==> config.mk <==
export PLATFORM = sky130hd
export DESIGN_NAME = rr_arbiter
export DESIGN_NICKNAME = d
export VERILOG_FILES = /design/src/rtl/rr_arbiter.sv
export SDC_FILE = /design/constraint.sdc
export NUM_CORES = 1
export LEC_CHECK = 0
export BUFFER_PORTS_ARGS = -buffer_cell sky130_fd_sc_hd__buf_2
export CAP_MARGIN = 10
export CORE_AREA = 2 2 39 41
export CTS_CLUSTER_DIAMETER = 30
export CTS_CLUSTER_SIZE = 20
export DETAILED_ROUTE_END_ITERATION = 12
export DIE_AREA = 0 0 41 43
export SETUP_SLACK_MARGIN = 0.1
export SYNTH_ARGS = -nofsm -noshare
export SYNTH_HDL_FRONTEND = slang
export SYNTH_HIERARCHICAL = 1
export SYNTH_SLANG_ARGS = --single-unit
==> constraint.sdc <==
create_clock -name clk_i -period 4.7 [get_ports clk_i]
set_clock_uncertainty 0.2 [all_clocks]
set_input_delay 0.47 -clock clk_i [delete_from_list [all_inputs] [get_ports clk_i]]
set_output_delay 0.47 -clock clk_i [all_outputs]
set_load 0.005 [all_outputs]
==> src/rtl/rr_arbiter.sv <==
// Round-robin arbiter with registered one-hot grant and grant hold.
// Optional hold-time limit compiled in with RR_ARBITER_HOLD_LIMIT_EN.

module rr_arbiter_port #(
  parameter int K    = 0,
  parameter int ID_W = 2
) (
  input  logic            req,
  input  logic            gnt,
  input  logic            expire,
  input  logic [ID_W-1:0] last,
  output logic            elig,
  output logic            elig_hi
);
  localparam logic [ID_W:0] IDX = (ID_W+1)'(K);

  // A holder whose time ran out must not win its own re-arbitration.
  assign elig    = req & ~(expire & gnt);
  assign elig_hi = elig & (IDX > {1'b0, last});
endmodule

module rr_arbiter #(
  parameter int NUM_PORTS = 4,
  parameter int MAX_HOLD  = 8,
  parameter int ID_W      = $clog2(NUM_PORTS)
) (
  input  logic                 clk_i,
  input  logic                 reset_i,
  input  logic [NUM_PORTS-1:0] req_i,
  output logic [NUM_PORTS-1:0] gnt_o,
  output logic [ID_W-1:0]      gnt_id_o,
  output logic                 gnt_valid_o
);
  typedef enum logic {IDLE, OWNED} state_t;

  state_t                state_q, state_d;
  logic [NUM_PORTS-1:0]  gnt_d;
  logic [ID_W-1:0]       id_d;
  logic [ID_W-1:0]       last_q, last_d;
  logic [NUM_PORTS-1:0]  elig, elig_hi;
  logic                  expire, keep;
  logic                  hit_lo, hit_hi;
  logic [ID_W-1:0]       pick_lo, pick_hi, pick_id;

  if (NUM_PORTS < 2 || MAX_HOLD < 2) begin : g_param_chk
    $error("rr_arbiter: NUM_PORTS and MAX_HOLD must be >= 2");
  end

`ifdef RR_ARBITER_HOLD_LIMIT_EN
  localparam int HW = $clog2(MAX_HOLD);
  logic [HW-1:0] hold_q;
  logic          at_limit;

  assign at_limit = (hold_q == HW'(MAX_HOLD-1));
  assign expire   = (state_q == OWNED) && at_limit && |(req_i & ~gnt_o);

  // Sole requester at the limit keeps ownership and starts a fresh period.
  always_ff @(posedge clk_i) begin
    if (reset_i)       hold_q <= '0;
    else if (!keep)    hold_q <= '0;
    else if (at_limit) hold_q <= '0;
    else               hold_q <= hold_q + 1'b1;
  end
`else
  assign expire = 1'b0;
`endif

  for (genvar k = 0; k < NUM_PORTS; k++) begin : g_port
    rr_arbiter_port #(.K(k), .ID_W(ID_W)) u_port (
      .req     (req_i[k]),
      .gnt     (gnt_o[k]),
      .expire  (expire),
      .last    (last_q),
      .elig    (elig[k]),
      .elig_hi (elig_hi[k])
    );
  end

  // Lowest eligible index above last_q wins; otherwise wrap to lowest overall.
  always_comb begin
    hit_lo  = 1'b0;
    hit_hi  = 1'b0;
    pick_lo = '0;
    pick_hi = '0;
    for (int k = NUM_PORTS-1; k >= 0; k--) begin
      if (elig[k]) begin
        hit_lo  = 1'b1;
        pick_lo = ID_W'(k);
      end
      if (elig_hi[k]) begin
        hit_hi  = 1'b1;
        pick_hi = ID_W'(k);
      end
    end
    pick_id = hit_hi ? pick_hi : pick_lo;
  end

  assign keep = (state_q == OWNED) && |(req_i & gnt_o) && !expire;

  always_comb begin
    state_d = state_q;
    gnt_d   = gnt_o;
    id_d    = gnt_id_o;
    last_d  = last_q;
    if (!keep) begin
      if (hit_lo) begin
        state_d = OWNED;
        gnt_d   = NUM_PORTS'(1) << pick_id;
        id_d    = pick_id;
        last_d  = pick_id;
      end else begin
        state_d = IDLE;
        gnt_d   = '0;
        id_d    = '0;
      end
    end
  end

  always_ff @(posedge clk_i) begin
    if (reset_i) begin
      state_q     <= IDLE;
      gnt_o       <= '0;
      gnt_id_o    <= '0;
      gnt_valid_o <= 1'b0;
      last_q      <= ID_W'(NUM_PORTS-1);
    end else begin
      state_q     <= state_d;
      gnt_o       <= gnt_d;
      gnt_id_o    <= id_d;
      gnt_valid_o <= (state_d == OWNED);
      last_q      <= last_d;
    end
  end
endmodule

==> summary.md <==
| Metric | Value |
|---|---|
| Actual slew at the worst max-slew pin | `0.636 ns` |
| Most area-hungry cell type in the Yosys netlist | `sky130_fd_sc_hd__dfxtp_1` |
| Antenna cell count | `0` |
| Area added between synthesis and finish | `22.6%` |
| Ranking of synthesized cells by area | `sky130_fd_sc_hd__dfxtp_1, sky130_fd_sc_hd__a21boi_2, sky130_fd_sc_hd__a32o_1, sky130_fd_sc_hd__a22o_1, sky130_fd_sc_hd__a21oi_1` |
| Instance count along the most critical hold path | `2` |
| Source-to-sink clock delay at the later pin of the worst-skew pair | `0.26 ns` |
| Launch instance of the worst register-to-register path | `last_q[1]$_SDFFE_PP1P_` |
| Final setup TNS | `0 ns` |
| Final Hold Fails | `0` |
| Critical Path Fanout Max | `6` |
| DIE HEIGHT | `43 microns` |
| Period Utilization, post-route | `40.1%` |
| Die Span X | `41 microns` |
| Arrival time at the worst endpoint | `1.84 ns` |
| Instance count after placement with tap cells included | `82` |
| Cell Area, Synth | `488 sq um` |
| Normalized max-slew margin | `57.2%` |
| Cell breakdown of the critical path | `buf_2 -> a21boi_2 -> nor4_1 -> nor2_1 -> a32o_1` |
| Top-level I/O count | `13` |
| Clk Tree Root Cell | `sky130_fd_sc_hd__clkbuf_4` |
| Outcome | `finished clean` |
| Number of gates resized after CTS | `0` |
| Post-route DRC | `0` |
| Cell with the largest stage delay on the worst path | `sky130_fd_sc_hd__nor4_1` |
| Setup slack of the most critical reg-to-reg path | `3.01 ns` |
| Critical register-to-register path endpoint | `gnt_o[3]$_SDFFE_PP0N_` |
| Buffers added on ports | `12` |
| Hold buffers post-CTS | `0` |
| Worst hold-check path type | `reg -> reg` |
| Number of register bits inferred by synthesis | `9` |
| Via count of the first global-routing pass | `450` |
| Final cell count without fillers | `86` |
| Distinct cell type count of the synthesized netlist | `23` |
| Full die area | `1760 sq um` |
| Post-detail-place hpwl | `834 microns` |
| Reg2Reg Depth | `4` |
| CP peak stage delay | `0.58 ns` |
| Antenna violations before repair | `0` |
| Ratio of cells with drive above 1 in the final layout | `32.9%` |
| Worst Setup Path Type | `in -> reg` |
| Buffer count from post-CTS setup fixing | `0` |
| Maximum achievable frequency | `0.531 GHz` |
| Placeable Area | `1380 sq um` |
| Post-layout min period | `1.88 ns` |
| Static power due to leakage | `0.259 nW` |
| GPL Wtd Cong | `0.827` |
| Drt wl/cell | `12.8 microns` |
| Clock-pin slew on the worst setup and hold paths | `0.06 ns` |
| Nets | `77` |
| Setup slack at placement | `2.57 ns` |
| Yosys warns | `6` |
| Peak supply drop | `0.172 mV` |
| Syn avg cell area | `9.38 sq um` |
| Hold endpoint | `gnt_id_o[1]$_SDFFE_PP0N_` |
| Share of the yosys chip area belonging to registers | `36.9%` |
| Number of H-tree levels | `1` |
| Startpoint class of the critical path | `input pin` |
| Maximum count of clock buffers along a single path | `2` |
| Critical path endpoint category | `register` |
| TritonRoute pass-1 iters | `4` |
| Synthesized netlist cell count | `52` |
| First-pass GRT wire length | `1.71 mm` |
| Least setup slack across all paths after layout | `2.82 ns` |
| Number of clock sinks | `9` |
| Iteration-0 DRC Markers | `11` |
| Number of buffers created by CTS | `3` |
| Total design power | `0.200 mW` |
| Area fraction of the dominant cell type after synthesis | `36.9%` |
| Total routed wirelength | `1.10 mm` |
| Start point of the worst hold path | `gnt_id_o[1]$_SDFFE_PP0N_` |
| Maximum number of pins on one net before global-route repair | `8` |
| DR vias | `457` |
| Vias per cell | `5.31` |
| Total global routing track utilization | `14.6%` |
| Layout filler cell count | `141` |
| Power Dens Cells | `335 nW/um^2` |
| Count of max-cap constraint violations | `0` |
| RSZ-0062 raised after global routing | `false` |
| Residual overflow from global routing | `0` |
| Post-route ant nets | `0` |
| Worst path required time | `4.65 ns` |
| Cell Rows | `14` |
| Number of endpoints failing setup at the final stage | `0` |
| Count of pins over their slew limit | `0` |
| Starting Density | `35.3%` |
| Clock tree from TritonCTS | `yes` |
==> metal layers <==
metal	part of all wire, %	GRT usage [%]	vias up
met1	49	18.9	206
met2	45	19.4	15
met3	5.8	1.57	2
li1	-	-	234
met5	0	0	-
met4	0.73	14.7	0
==> per-stage QoR <==
step           utilization, %  hold WS, ns  cell area (sq um)
6_report                 43.2        0.259                598
5_1_grt                  43.2        0.269                598
4_1_cts                  43.2        0.244                598
3_5_place_dp             41.3        0.247                572
3_3_place_gp             41.3        0.249                572
2_1_floorplan               -        0.247                499
==> registers in the layout, indices dropped and copies added, names as in the netlist <==
name,cells
gnt_o,4
gnt_id_o,2
last_q,2
state_q,1
==> power by group <==
group / internal (mW) / total (mW) / switching, mW
registers: 0.0849 / 0.0941 / 0.00915
clock network: 0.0327 / 0.0598 / 0.0271
logic: 0.0224 / 0.0466 / 0.0242
==> how the worst max path moves through the flow <==
stage               cells past startpoint  startpoint               endpoint
finish                                  5    req_i[2]  gnt_o[2]$_SDFFE_PP0N_
global route                            5    req_i[2]  gnt_o[0]$_SDFFE_PP0N_
CTS                                     5    req_i[2]  gnt_o[2]$_SDFFE_PP0N_
detailed placement                      5    req_i[2]  gnt_o[2]$_SDFFE_PP0N_
global placement                        5    req_i[2]  gnt_o[1]$_SDFFE_PP0N_
floorplan                               5    req_i[2]  gnt_o[0]$_SDFFE_PP0N_
==> synthesized netlist by cell type <==
cell / instances
sky130_fd_sc_hd__a21boi_2: 5
sky130_fd_sc_hd__a21oi_1: 4
sky130_fd_sc_hd__a22o_1: 3
sky130_fd_sc_hd__a32o_1: 4
sky130_fd_sc_hd__buf_4: 1
sky130_fd_sc_hd__conb_1: 2
sky130_fd_sc_hd__dfxtp_1: 9
sky130_fd_sc_hd__inv_1: 3
sky130_fd_sc_hd__mux2i_1: 1
sky130_fd_sc_hd__nand2_1: 1
sky130_fd_sc_hd__nand3_1: 1
sky130_fd_sc_hd__nor2_1: 5
sky130_fd_sc_hd__nor2b_2: 1
sky130_fd_sc_hd__nor3b_2: 1
sky130_fd_sc_hd__nor4_1: 1
sky130_fd_sc_hd__o21a_1: 1
sky130_fd_sc_hd__o21ai_0: 2
sky130_fd_sc_hd__o221a_2: 1
sky130_fd_sc_hd__o31a_1: 1
sky130_fd_sc_hd__o31ai_1: 1
sky130_fd_sc_hd__o32ai_1: 1
sky130_fd_sc_hd__or3_1: 2
sky130_fd_sc_hd__or4_1: 1
==> kinds of logic (layout without fill, tap and decap cells) <==
family / count (synthesis) / count (layout) / synth area share [%]
and+or+nand+nor: 13 / 13 / 15.4
other: 2 / 5 / 1.54
muxes: 1 / 1 / 2.05
DFF: 9 / 9 / 36.9
AOI/OAI and AO/OA: 23 / 23 / 40.3
buffers and inverters: 4 / 19 / 3.85
==> cell type report <==
| cell class | instances | area, sq um | share of cell area (%) |
|---|---|---|---|
| sequential | 9 | 180 | 30.1 |
| inverter | 3 | 11.3 | 1.88 |
| multi-input combinational | 42 | 300 | 50.2 |
| timing repair buffer | 12 | 60.1 | 10.0 |
| clock buffer | 4 | 26.3 | 4.39 |
| tap | 16 | 20.0 | 3.35 |
==> worst max-delay path: cells and delay by family <==
| kind | cells | cell delay (ns) |
|---|---|---|
| buffers and inverters | 1 | 0.10 |
| AND/OR/NAND/NOR | 2 | 0.83 |
| AO/OA/AOI/OAI | 2 | 0.44 |
==> cells in the final DEF, fill, tap and decap left out, types with 2 or more instances in the layout <==
cell,Yosys,layout
sky130_fd_sc_hd__buf_2,0,12
sky130_fd_sc_hd__dfxtp_1,9,9
sky130_fd_sc_hd__nor2_1,5,5
sky130_fd_sc_hd__a21boi_2,5,5
sky130_fd_sc_hd__conb_1,2,5
sky130_fd_sc_hd__a21oi_1,4,4
sky130_fd_sc_hd__a32o_1,4,4
sky130_fd_sc_hd__a22o_1,3,3
sky130_fd_sc_hd__inv_1,3,3
sky130_fd_sc_hd__clkbuf_4,0,3
sky130_fd_sc_hd__o21ai_0,2,2
sky130_fd_sc_hd__or3_1,2,2
Note: power is estimated with default switching activity, not from simulation.
